===== src/rtl/branch_unit_stack.sv =====
// Program-counter / branch unit: absolute jumps, flag-conditional relative branches,
// and subroutine call/return through a small internal LIFO of return addresses.
module branch_unit_stack #(
  parameter int PC_W      = 8,
  parameter int OFF_W     = 6,
  parameter int STK_DEPTH = 4,
  parameter int RESET_PC  = 0
) (
  input  logic             clk,
  input  logic             rst,
  input  logic             en,
  input  logic             PL,
  input  logic             JB,
  input  logic [1:0]       BC,
  input  logic             Z,
  input  logic             N,
  input  logic             C,
  input  logic             V,
  input  logic [OFF_W-1:0] AD,
  input  logic [PC_W-1:0]  Bas_A,
  input  logic             CALL,
  input  logic             RET,
  input  logic             clr_err,
  output logic [PC_W-1:0]  PC,
  output logic             taken,
  output logic             stk_full,
  output logic             stk_empty,
  output logic             stk_err
);

  localparam int SP_W  = $clog2(STK_DEPTH + 1);
  localparam int IDX_W = (STK_DEPTH > 1) ? $clog2(STK_DEPTH) : 1;

  logic [PC_W-1:0]  stack [STK_DEPTH];
  logic [SP_W-1:0]  sp;
  logic [IDX_W-1:0] topIdx;
  logic [IDX_W-1:0] pushIdx;
  logic [PC_W-1:0]  pcInc;
  logic [PC_W-1:0]  adExt;
  logic [PC_W-1:0]  nextPc;
  logic             nextTaken;
  logic             flagSel;
  logic             doPush;
  logic             doPop;
  logic             setErr;

  assign pcInc     = PC + PC_W'(1);
  assign adExt     = PC_W'($signed(AD));
  assign stk_full  = (sp == SP_W'(STK_DEPTH));
  assign stk_empty = (sp == '0);
  assign topIdx    = IDX_W'(sp - SP_W'(1));
  assign pushIdx   = IDX_W'(sp);

  // RET outranks CALL, so a simultaneous CALL neither pushes nor flags an error.
  assign doPop  = en & RET & ~stk_empty;
  assign doPush = en & ~RET & CALL & ~stk_full;
  assign setErr = en & ((RET & stk_empty) | (~RET & CALL & stk_full));

  always_comb begin
    flagSel = 1'b0;
    case (BC)
      2'b00:   flagSel = Z;
      2'b01:   flagSel = N;
      2'b10:   flagSel = C;
      default: flagSel = V;
    endcase
  end

  always_comb begin
    nextPc    = pcInc;
    nextTaken = 1'b0;
    if (RET) begin
      if (!stk_empty) begin
        nextPc    = stack[topIdx];
        nextTaken = 1'b1;
      end
    end else if (CALL) begin
      if (!stk_full) begin
        nextPc    = Bas_A;
        nextTaken = 1'b1;
      end
    end else if (PL && JB) begin
      nextPc    = Bas_A;
      nextTaken = 1'b1;
    end else if (PL && flagSel) begin
      // Offset is relative to the current PC, not PC+1; wrap is silent.
      nextPc    = PC + adExt;
      nextTaken = 1'b1;
    end
  end

  always_ff @(posedge clk or posedge rst) begin
    if (rst) begin
      PC      <= PC_W'(RESET_PC);
      taken   <= 1'b0;
      sp      <= '0;
      stk_err <= 1'b0;
    end else begin
      if (en) begin
        PC    <= nextPc;
        taken <= nextTaken;
        if (doPush)
          sp <= sp + SP_W'(1);
        else if (doPop)
          sp <= sp - SP_W'(1);
      end
      if (setErr)
        stk_err <= 1'b1;
      else if (clr_err)
        stk_err <= 1'b0;
    end
  end

  // Contents need no reset: the pointer alone defines which entries are live.
  always_ff @(posedge clk) begin
    if (doPush)
      stack[pushIdx] <= pcInc;
  end

endmodule


===== config.mk =====
export PLATFORM = sky130hd
export DESIGN_NAME = branch_unit_stack
export DESIGN_NICKNAME = d
export VERILOG_FILES = /design/src/rtl/branch_unit_stack.sv
export SDC_FILE = /design/constraint.sdc
export NUM_CORES = 1
export LEC_CHECK = 0
export BUFFER_PORTS_ARGS = -buffer_cell sky130_fd_sc_hd__buf_4
export CORE_ASPECT_RATIO = 0.7
export CORE_MARGIN = 8
export CORE_UTILIZATION = 55
export DETAILED_ROUTE_END_ITERATION = 7
export GPL_ROUTABILITY_DRIVEN = 0
export MAX_ROUTING_LAYER = met4
export PLACE_DENSITY = 0.86
export SYNTH_ARGS = -nofsm -noshare
export SYNTH_HDL_FRONTEND = slang
export SYNTH_SLANG_ARGS = --single-unit

===== constraint.sdc =====
create_clock -name clk -period 2.4 [get_ports clk]
set_clock_uncertainty 0.05 [all_clocks]
set_input_delay 0.6 -clock clk [delete_from_list [all_inputs] [get_ports clk]]
set_output_delay 0.6 -clock clk [all_outputs]
set_load 0.03 [all_outputs]

==> impl_metrics.yaml <==
run_status:
  status: "complete, no violations"
logic_synthesis:
  yosys-top-cells-area: "edfxtp_1, dfrtp_1, mux4_2, ha_1, nor2_1"
  synth_top_family_by_area: "compound AO/OA/AOI/OAI gates"
  synth_simple_gate_area_share_pct: 13.80
  async_flop_share_pct: 28.89
  synth_seq_cells: 45
  yosysUniqueCellTypes: 50
  synth_edf_count: 32
  ys.flop_type: "edfxtp_1"
  ys.warnings.count: 0
  synth.avg_cell_area_um2: 10.73
  synth_cells: 256
  synth_area_mm2: 0.002746
  synth_adder_area_share_pct: 6.651
  syn_nets: 298
  synth.area.mux_share_pct: 8.884
  ys_seq_area_share_pct: 46.83
  synth_compound_area_share_pct: 15.13
  synth.largest_area_cell: "edfxtp_1"
  yosysTopAreaCellShare_pct: 34.99
  synth-xor-area-share_pct: 3.827
clocking:
  htreeDepth: 2
  clock-root-buffer: "clkbuf_8"
  clk_path_buf_depth: 2
  cts_num_sinks: 45
  clkLatencyLatePin_ps: 300
  cts_hold_buf: 0
  clkTransAtPathRegs_ps: 90
  cts_tree: "built"
  cts_buffers: 5
routing:
  wire_per_inst_um: 17.74
  drt_wl_total_um: 6671
  drt_iter0_drc: 189
  drc: 0
  dr.pass1.iters: 6
  ant_nets: 0
  num_vias: 2228
  drt-vias-per-instance: 5.926
power_and_ir_drop:
  clockPowerShare_pct: 11.8
  p_leak_uw: 0.001327
  seqPwrFrac_pct: 31.9
  internal-power_uw: 2230
  power.density_mw_per_mm2: 1193
  p_sw_uw: 1694
  swShare_pct: 43.17
  pwr-share-comb_pct: 56.3
  ir_drop_v: 0.001101
timing:
  relSlewSlack_pct: 53.44
  hold_viol: 0
  max_freq_mhz: 431.4
  min_period_ps: 2318
  maxSlewViolCount: 0
  fin_crit_sh_pct: 96.58
  setup_viol: 0
  rsz0062_at_grt: "no"
  tns_ps: 0
  setup_ws_ps: 82.13
  tightest_slew_ps: 691.0
cells_and_area:
  final_layout_size_suffix_gt1_share_pct: 26.38
  fin_nets: 348
  post-route-util_pct: 68.44
  area_growth_pct: 19.82
  fillers: 357
  antenna_cells: 0
placement:
  pre_cts_ws_ps: -39.20
  hpwl_um: 5284
  io_buffers: 39
floorplanning:
  die_h_um: 75.12
  core_mm2: 0.004808
  die_area_mm2: 0.007547
  die_w_um: 100.5
  ios: 40
  start_util_pct: 57.12
  num_rows: 21
global_routing:
  first_global_vias: 2099
  grt_max_degree: 16
  grt_pass1_wl_um: 10640
  antenna_found_initial: 0
  grt_use_total_pct: 19.21
  grt-ovfl-total: 0
setup_path:
  path_class: "reg2out"
  cp.arrival_ps: 1670
  cp.required_ps: 1750
  cp-end-kind: "output pin"
  worstPathMaxFanout: 10
  worstSetupStartpointType: "register"
hold_path:
  hold_class: "in2async"
job:
  max-cap-violations: 0
==> worst max-delay path, cell delays in order (launching register included) <==
cell     delay [ps]
dfrtp_1         420
inv_1           120
ha_2            230
nand2_2         130
inv_1           110
buf_4           180
buf_4           180
==> through the flow <==
stage | area, um^2 | std cells | hold WS [ps] | total power [uW]
finish | 3291 | 376 | 285.7 | 3924
global route | 3291 | 376 | 332.6 | 4159
CTS | 3286 | 376 | 301.3 | 3895
detailed placement | 3199 | 368 | 490.3 | 3435
global placement | 3199 | 368 | 475.4 | 3365
floorplan | 2746 | 256 | 427.0 | 2737
==> flip-flops by register name, summed over array words and instances (netlist names) <==
signal and count:
stack 32, PC 8, taken 1, sp 3, stk_err 1
==> cells in the final DEF, fill, tap and decap left out, drive strengths merged, types with 5 or more instances in the layout <==
cell    instances
inv            20
nand2          22
edfxtp         32
and2            5
clkbuf          5
nand3           9
xnor2          10
a31oi           7
o21ai          16
nor3           10
buf            55
a21oi          10
dfrtp          13
a211oi          6
nor2           24
mux4            9
ha             13
==> cells by family after synthesis <==
group / after synthesis
simple gates: 78
compound gates: 62
flops: 45
buf+inv: 32
fa+ha+maj: 14
mux: 13
xor+xnor: 12
==> final timing paths <==
| check | startpoint | end | slack, ps | cells past startpoint |
|---|---|---|---|---|
| worst max-delay path | sp[1] | stk_full | 80 | 6 |
| worst min-delay path | rst | PC[6] | 290 | 2 |
| worst max register to register | PC[1] | PC[4] | 220 | 8 |
| worst min register to register | stk_err | stk_err | 510 | 2 |
| max in group asynchronous | rst | PC[5] | 1650 | 2 |
| min in group clk | clr_err | stk_err | 430 | 2 |
==> what timing repair did <==
action,4_1_cts,5_1_grt
resized for setup,0,2
endpoints found under the setup margin,0,17
setup buffers,0,0
==> layout make-up <==
cell class                 instances  area, um^2  share of cell area [%]
tap                               69       86.33                   2.624
multi-input combinational        179        1331                   40.46
sequential                        45        1286                   39.09
timing repair buffer              55       425.4                   12.93
clock inverter                     3       17.52                  0.5323
inverter                          20       75.07                   2.281
clock buffer                       5       68.82                   2.091
==> cell usage after synthesis (3+ instances only) <==
cell type,count
clkbuf_1,4
o22ai_1,3
a21oi_1,10
mux4_2,9
o211ai_1,3
nor2b_1,3
mux2i_1,3
nand3_1,8
xnor2_1,10
buf_2,3
nor3_1,9
a211oi_1,4
ha_1,13
inv_1,20
nor2_1,24
o21ai_0,15
nand2_1,21
edfxtp_1,32
and2_1,5
dfrtp_1,13
a31oi_1,7
==> power groups by stage <==
stage          Sequential (uW)  Clock (uW)  Combinational, uW
2_1_floorplan             1390           0               1350
5_1_grt                   1270         497               2400
6_report                  1250         464               2210
3_3_place_gp              1250           0               2110
3_5_place_dp              1260           0               2180
4_1_cts                   1240         466               2190
==> per-layer routing <==
layer  GRT usage, %  vias up  part of all wire [%]  wire (um)
met3          6.371       13                    12        805
met5              -        -                     0          0
met1          25.44     1042                    43       2861
met4          4.500        0                   1.4         91
met2          27.84      131                    44       2913
li1               -     1042                     -          -
Note: power is estimated with default switching activity, not from simulation.
